`src/rtl/ser_tx.sv`:
```
// rtl/ser_tx.sv - 44-bit MSB-first single-wire serial transmitter; SER_TX_PARITY_EN appends an even-parity bit
module ser_tx #(
    parameter int   WIDTH    = 44,
    parameter logic IDLE_BIT = 1'b0
) (
    input  logic             clk,
    input  logic             rst,
    input  logic [WIDTH-1:0] din,
    input  logic             load,
    output logic             ready,
    output logic             aout,
    output logic             aframe,
    output logic             busy,
    output logic             done
);

    localparam int CW = $clog2(WIDTH);

`ifdef SER_TX_PARITY_EN
    typedef enum logic [1:0] {S_IDLE, S_SHIFT, S_PAR, S_DONE} state_t;
    logic par;
`else
    typedef enum logic [1:0] {S_IDLE, S_SHIFT, S_DONE} state_t;
`endif

    state_t           state;
    // Holds only the bits not yet on the wire; the MSB goes out at capture.
    logic [WIDTH-2:0] shreg;
    logic [CW-1:0]    cnt;

    assign ready = (state == S_IDLE);

    always_ff @(posedge clk or negedge rst) begin
        if (!rst) begin
            state  <= S_IDLE;
            shreg  <= '0;
            cnt    <= '0;
            aout   <= IDLE_BIT;
            aframe <= 1'b0;
            busy   <= 1'b0;
            done   <= 1'b0;
`ifdef SER_TX_PARITY_EN
            par    <= 1'b0;
`endif
        end else begin
            case (state)
                S_IDLE: begin
                    if (load) begin
                        shreg  <= din[WIDTH-2:0];
                        cnt    <= CW'(WIDTH - 1);
                        aout   <= din[WIDTH-1];
                        aframe <= 1'b1;
                        busy   <= 1'b1;
                        state  <= S_SHIFT;
`ifdef SER_TX_PARITY_EN
                        par    <= ^din;
`endif
                    end
                end
                S_SHIFT: begin
                    if (cnt == '0) begin
`ifdef SER_TX_PARITY_EN
                        aout   <= par;
                        state  <= S_PAR;
`else
                        aout   <= IDLE_BIT;
                        aframe <= 1'b0;
                        done   <= 1'b1;
                        state  <= S_DONE;
`endif
                    end else begin
                        aout  <= shreg[WIDTH-2];
                        shreg <= shreg << 1;
                        cnt   <= cnt - 1'b1;
                    end
                end
`ifdef SER_TX_PARITY_EN
                S_PAR: begin
                    aout   <= IDLE_BIT;
                    aframe <= 1'b0;
                    done   <= 1'b1;
                    state  <= S_DONE;
                end
`endif
                S_DONE: begin
                    done  <= 1'b0;
                    busy  <= 1'b0;
                    state <= S_IDLE;
                end
                default: state <= S_IDLE;
            endcase
        end
    end

endmodule
```
`config.mk`:
```
export PLATFORM = sky130hd
export DESIGN_NAME = ser_tx
export DESIGN_NICKNAME = d
export VERILOG_FILES = /design/src/rtl/ser_tx.sv
export SDC_FILE = /design/constraint.sdc
export NUM_CORES = 1
export LEC_CHECK = 0
export ABC_AREA = 1
export CORE_MARGIN = 1.5
export CORE_UTILIZATION = 42
export CTS_CLUSTER_DIAMETER = 80
export DETAILED_ROUTE_END_ITERATION = 7
export PLACE_DENSITY = 0.73
export SYNTH_ARGS = -nofsm -noshare
export SYNTH_HDL_FRONTEND = slang
export SYNTH_SLANG_ARGS = --single-unit
```
`constraint.sdc`:
```
create_clock -name clk -period 2.8 [get_ports clk]
set_clock_uncertainty 0.1 [all_clocks]
set_input_delay 0.28 -clock clk [delete_from_list [all_inputs] [get_ports clk]]
set_output_delay 0.28 -clock clk [all_outputs]
set_load 0.02 [all_outputs]
```
Yosys cells after proc, flatten, opt, wreduce, memory -nomap -nowiden

Index checks and enable logic that the tools add are counted.
Widths: inputs -> output; s select.

Logic and storage cells: 42
Output and inout bits: 5
Bits in registers: 55
Input bits: 47

Mux-type cells: 18
$add $sub $neg: 1
Reduce and logical (&&, ||, !) cells: 11
Equality and inequality tests: 5

Operators with widths:

| kind                | number |
|---|---|
| $mux 43             | 2 |
| $pmux 43 s2         | 1 |
| $mux 6              | 2 |
| $pmux 6 s2          | 1 |
| $pmux 1 s2          | 4 |
| $reduce_and 2->1    | 4 |
| $logic_not 6->1     | 1 |
| $ne 2x2->1 const B  | 3 |
| $reduce_and 3->1    | 2 |
| $reduce_bool 2->1   | 3 |
| $sub 6x1->6 const B | 1 |
| $mux 1              | 5 |
| $mux 2              | 2 |
| $pmux 2 s2          | 1 |
| $eq 2x1->1 const B  | 1 |
| $eq 2x2->1 const B  | 1 |
| $logic_not 2->1     | 1 |

Longest topological paths before layout

Gate-level depths: netlist of run 1.

Word-level depth: 3
Gate-level depth with buffers: 8
Mapped depth without buffers: 8

Worst setup path after synthesis of run 1

No wires, ideal clock.

Path kind: register -> register
From: register cnt[0]
To: register shreg[7]
Arrival: 1.254 ns
Path buffers: 1
Data required time: 2.583 ns
Setup time: 0.117 ns
Cell stages (with the launch flop): 9
Slack: 1.328 ns
Clock period less this slack: 1.472 ns
Cell sequence: dfrtp_1 > inv_1 > ha_1 > nand3_4 > nand2_4 > nand2_8 > buf_6 > nand2_1 > o21ai_2

Cells in the longest elaborated chain, start to end: 3

RTL lines:

| element                    | RTL line | RTL |
|---|---|---|
| start: declaration         | 29       | `logic [CW-1:0] cnt;` |
| start signal: assignment   | 50       | `cnt <= CW'(WIDTH - 1);` |
| start signal: assignment   | 74       | `cnt <= cnt - 1'b1;` |
| $logic_not 6->1            | 61       | `if (cnt == '0) begin` |
| $ne 2x2->1 (no line)       | n/a      |  |
| $reduce_and 3->1 (no line) | n/a      |  |
| end signal: assignment     | 49       | `shreg <= din[WIDTH-2:0];` |
| end signal: assignment     | 73       | `shreg <= shreg << 1;` |
| end: declaration           | 28       | `logic [WIDTH-2:0] shreg;` |

No other way between the ends.
A chain may end at the register's enable or synchronous reset.

Worst setup path in the final report of run 1

From: register state[0]
To: output port ready

Cells in the longest elaborated chain, start to end: 1

RTL lines:

| element                  | RTL line | RTL |
|---|---|---|
| start: declaration       | 26       | `state_t state;` |
| start signal: assignment | 35       | `state <= S_IDLE;` |
| start signal: assignment | 54       | `state <= S_SHIFT;` |
| start signal: assignment | 69       | `state <= S_DONE;` |
| $logic_not 2->1          | 31       | `assign ready = (state == S_IDLE);` |
| end: declaration         | 10       | `output logic ready,` |

No other way between the ends.

==> metrics, run 1 <==
GP Congestion between 0.7 and 0.8; WP data required around 2.4 ns; number of synthesized register bits 55; M1 WL 2.62 mm; Switching Share between 40 and 50%; synth cell count leaders nand2_1, dfrtp_1, inv_1; layout cells sized above 1 16.4%; register area share after synthesis 46.6%; nets 440; utilization after layout between 50% and 60%; routed vias approximately 2,200; gr usage total around 15%; post-synthesis compound-gate area fraction roughly a fifth; fin. max-slew vios 0; crit end category output pin; XOR/XNOR Fraction of Synth Area 0.297%; die height between 80 and 90 um; vias in the first global route about 2,100; DR pass1 iterations 6; DP HPWL between 3 and 4 mm; Max-slew headroom 49.0%; first-pass GRT wire length 9.20 mm; Setup CP Type register to output pin; Yosys Warn Count 0; Worst Path Buf+Inv 1; Post-Synth Simple-Gate Area 19.6%; power per cell area 1070 nW/um^2; Remaining DRCs 0; Final ANT Viol Nets 0; Avg WL per Cell roughly 11 um; syn avg cell area 8.48 um^2; Period minus WS final roughly 2.0 ns; FMAX around 0.5 GHz; Cell Int Power between 2 and 2.5 mW; slowest stage delay, CP 0.64 ns; Syn Nets 397; area grow syn2layout 20.3%; final hold vios 0; largest net degree at the start of global routing just over 90; Worst-path clk slew 0.10 ns; CP Launch Type register; CP cell instances nor2_2 -> clkdlybuf4s50_1; Gate power share a little over half; drt via density between 4 and 5; core area between 6000 and 7000 um^2; Die Area 7540 um^2; antenna violations before repair 0; count leader, synth nand2_1; reg2reg setup slack 0.87 ns; Leak around 1.6 nW; Psw between 1.5 and 2 mW; Overflow after GRT 0; CTS sink cnt 55; delay-heaviest family, CP buffers and inverters; Post CTS Setup Buffer Count 0; Hold Crit Class register to register; initial core utilization 43.4%; met2 wire len around 2.5 mm; CTS tree built; H-tree Lvls 2; Max Cap Viol 0; 1st-iter DRT viols between 100 and 150; RSZ-0062 raised after global routing false; sequential power share ~34%; Synth top area share roughly 47%; Post-Synth Adder-Cell Area 0.848%; area leader, netlist dfrtp_1; CP arrival 1.60 ns; Skew-Pair Late Insertion Delay between 0.3 and 0.4 ns; top cells by area, synth dfrtp_1, nand2_1, o21ai_2; Cell Area, Synth between 2000 and 3000 um^2; Final Cycle Share 70.9%; root buffer cell clkbuf_8; Total Wirelength 5.39 mm; setup TNS 0 ns; Port Buffer Count between 50 and 60; metal3 WL slightly below 200 um; Rows 30; peak supply drop around 0.00045 V; CP max stage cell clkdlybuf4s50_1; Synth cell types 22; CTS buffer count 5; largest family of logic cells by synthesized area compound AO/OA/AOI/OAI gates; Die Width roughly 87 um; Synth Flop Type dfrtp_1; EDFF count, synth 0; mux cell area share after synthesis 0%; Slew @ Worst Pin around 0.76 ns; status finished, final reports clean; synthesized instance count approximately 350; Setup violations, final 0; Fillers ~650; clock share of power 13.8%; deepest clock path buffer count 2; ant diodes 0; IO Count 52; top layer in use met4; CP max FO 4; share of synthesized registers carrying an async set or reset 100%
==> power by group through the flow <==
| stage | clock (mW) | combinational, mW | sequential [mW] |
|---|---|---|---|
| final | 0.524 | 1.98 | 1.29 |
| after global placement | 0 | 1.94 | 1.30 |
| after floorplan | 0 | 1.76 | 1.31 |
| after global routing | 0.570 | 2.27 | 1.33 |
| after CTS | 0.540 | 2.02 | 1.29 |
| after detailed placement | 0 | 2.00 | 1.31 |
==> metrics by stage <==
| stage | instances | setup WS, ns | area, um^2 | total power [mW] | hold slack, ns |
|---|---|---|---|---|---|
| 2_1_floorplan | 348 | 1.33 | 2950 | 3.07 | -0.116 |
| 3_3_place_gp | 479 | 0.939 | 3430 | 3.24 | 0.290 |
| 3_5_place_dp | 479 | 0.870 | 3430 | 3.31 | 0.310 |
| 4_1_cts | 487 | 0.812 | 3550 | 3.85 | 0.397 |
| 5_1_grt | 487 | 0.747 | 3550 | 4.17 | 0.438 |
| 6_report | 487 | 0.815 | 3550 | 3.79 | 0.387 |
==> area by class of cell <==
type	count	area, um^2	share of cell area, %
Clock buffer	5	68.8	1.94
Inverter	51	196	5.53
Sequential cell	55	1380	38.8
Multi-Input combinational cell	224	1220	34.4
Clock inverter	2	37.5	1.06
Timing Repair Buffer	54	531	14.9
Tap cell	96	120	3.38
==> state kept, by name (all words and copies together) (netlist names) <==
signal  cells
shreg      43
busy        1
aout        1
cnt         6
aframe      1
state       2
done        1
==> repair_timing <==
action	4_1_cts	5_1_grt
gates resized for setup	0	0
hold buffers	1	0
hold endpoints to repair	33	0
==> placed cells by master (no fill, tap or decap) <==
cell type,synthesis,final
buf_4,1,2
buf_2,3,1
dlygate4sd3_1,0,1
nor2_1,10,10
nand3_4,1,1
inv_1,49,49
clkinv_4,1,1
clkbuf_8,0,5
xor2_1,1,1
a21oi_1,1,1
dfrtp_1,55,55
nand2_8,1,1
ha_1,2,2
o21ai_2,43,43
nand3_1,11,11
clkdlybuf4s50_1,0,50
nand2_4,3,3
clkinvlp_4,0,1
nand2_1,101,101
nand4_1,1,1
bufinv_16,0,1
nor2_4,1,1
inv_2,1,1
nor2_2,3,3
o21ai_0,45,45
==> cells by family (layout without fill, tap and decap cells) <==
family / after synthesis / count (layout)
buffers and inverters: 69 / 112
XOR/XNOR: 1 / 1
AND/OR/NAND/NOR: 132 / 132
adder cells (fa/ha/maj): 2 / 2
AO/OA/AOI/OAI: 89 / 89
flip-flops: 55 / 55
==> worst min-delay path, cell delays in order (launching register included) <==
cell,delay [ns]
dfrtp_1,0.36
nand2_1,0.05
nand2_1,0.05
==> worst paths after layout <==
| kind | cells past startpoint | endpoint | startpoint |
|---|---|---|---|
| max | 2 | ready | state[0] |
| min | 2 | aframe | aframe |
| max reg2reg | 7 | shreg[21] | cnt[0] |
| min reg2reg | 2 | aframe | aframe |
| max in group asynchronous | 3 | shreg[2] | rst |
| min in group asynchronous | 2 | shreg[14] | rst |
==> layer usage <==
metal	vias to the layer above	global-route usage [%]
li1	1178	-
met1	1023	19.7
met2	39	25.8
met3	4	3.52
met4	0	3.52
met5	-	0
(Power assumes the default switching activity.)
==> run 2: changes to the inputs <==
--- a/config.mk
+++ b/config.mk
@@ -10,7 +10,7 @@
 export CORE_UTILIZATION = 42
 export CTS_CLUSTER_DIAMETER = 80
 export DETAILED_ROUTE_END_ITERATION = 7
-export PLACE_DENSITY = 0.73
+export PLACE_DENSITY = 0.75
 export SYNTH_ARGS = -nofsm -noshare
 export SYNTH_HDL_FRONTEND = slang
 export SYNTH_SLANG_ARGS = --single-unit
==> constraint.sdc (replaced) <==
create_clock -name clk -period 1.8 [get_ports clk]
set_clock_uncertainty 0.1 [all_clocks]
set_input_delay 0.18 -clock clk [delete_from_list [all_inputs] [get_ports clk]]
set_output_delay 0.18 -clock clk [all_outputs]
set_load 0.02 [all_outputs]
==> metrics, run 2 (synthesized netlist as in run 1, its figures left out) <==
Remaining DRCs 0; Biggest register shreg; Rows 30; Fillers 648; routed vias around 2,200; Avg WL per Cell between 10 and 15 um; CTS tree built; deepest clock path buffer count 2; Die Width a little under 90 um; Placed Cells incl. Taps 481; Final Cycle Share a little over 90%; design area between 3000 and 4000 um^2; Max-slew headroom 61.8%; Skew-Pair Late Insertion Delay slightly above 0.3 ns; Hold Crit Class input port to async pin; vias in the first global route around 2,200; initial core utilization 43.4%; commonest non-fill, non-tap cell in the layout nand2_1; ant diodes 0; post-place setup slack between 0.15 and 0.2 ns; core area 6790 um^2; 1st-iter DRT viols around 140; FMAX 0.607 GHz; layout cells sized above 1 between 10% and 20%; gr usage total between 10% and 20%; Largest regs shreg (43), cnt (6), state (2); Port Buffer Count 51; DR pass1 iterations 4; crit end category register; utilization after layout between 50% and 60%; Die Area roughly 7500 um^2; Placed Instance Area approximately 3500 um^2; Worst-path clk slew about 0.09 ns; peak supply drop 0.000735 V; setup ws final 0.154 ns; Period minus WS final around 1.6 ns; CTS buffer count 5; antenna violations before repair 0; Total Wirelength around 5.4 mm; Overflow after GRT 0; DP HPWL 3.82 mm; Setup CP Type register to register; CP Launch Type register; most frequent cells in the layout nand2_1, dfrtp_1, inv_1, clkdlybuf4s50_1, o21ai_0; Slew @ Worst Pin around 0.57 ns; Setup violations, final 0; largest net degree at the start of global routing 73; power per cell area ~1700 nW/um^2; FF+latch area ~1400 um^2; nets approximately 440; GP Congestion 0.769; fin. max-slew vios 0; first-pass GRT wire length ~9.6 mm; post-route insts no fill around 500; final hold vios 0; root buffer cell clkbuf_8; WP data required 1.90 ns; die height 86.8 um; IO Count 52; CTS sink cnt 55; RSZ-0062 raised after global routing false; Leak roughly 1.6 nW; number of flip-flops in the largest register 43; Max Cap Viol 0; H-tree Lvls 2; setup TNS 0 ns; drt via density approximately 4.6; CP max FO 45; area grow syn2layout 22.3%; status finished, final reports clean; area taken by multi-input logic gates roughly 1200 um^2; Final ANT Viol Nets 0; CP arrival approximately 1.8 ns
run 2: power by group:
group	internal [mW]	total (mW)	switching [mW]
Combinational	1.24	3.23	1.99
Clock	0.352	0.736	0.385
Sequential	1.80	2.02	0.222
run 2: worst paths after layout:
check / from / to / slack (ns) / cells past startpoint
worst max register to register: cnt[0] / shreg[5] / 0.15 / 8
worst min register to register: shreg[3] / shreg[3] / 0.42 / 2
min in group clk: din[0] / shreg[0] / 0.35 / 3
worst max-delay path: cnt[0] / shreg[5] / 0.15 / 8
max in group asynchronous: rst / shreg[7] / 0.74 / 3
worst min-delay path: rst / shreg[37] / 0.29 / 2
run 2: metal layers:
layer	vias up	track usage (%)	share of wire [%]
li1	1178	-	-
met1	1020	20.2	47
met2	37	27.6	47
met3	6	3.14	4.0
met4	0	5.28	1.4
met5	-	0	0
run 2: timing repair:
action                     CTS  global route
resized for setup            1             0
setup buffers                0             0
hold buffers                 1             0
setup endpoints to repair    1             0
hold endpoints to repair    23             0
run 2: through the flow:
step                      total power, mW  hold WS [ns]
after CTS                            6.08         0.309
after floorplan                      4.77        -0.216
after global routing                 6.59         0.357
final                                5.98         0.288
after global placement               5.21         0.102
after detailed placement             5.34         0.119
run 2: worst max-delay path: stages, from the launching register on:
cell and delay (ns):
dfrtp_1 0.40, inv_1 0.15, ha_1 0.22, nand3_4 0.12
nand2_4 0.13, nand2_8 0.07, buf_12 0.18, nand2_1 0.10
o21ai_2 0.05
run 2: final cells by class:
type | count | share of cell area (%)
inverters | 51 | 5.45
repair buffers | 56 | 16.5
multi-input cells | 224 | 33.8
clock buffers | 8 | 2.77
well taps | 96 | 3.33
flip-flops and latches | 55 | 38.2
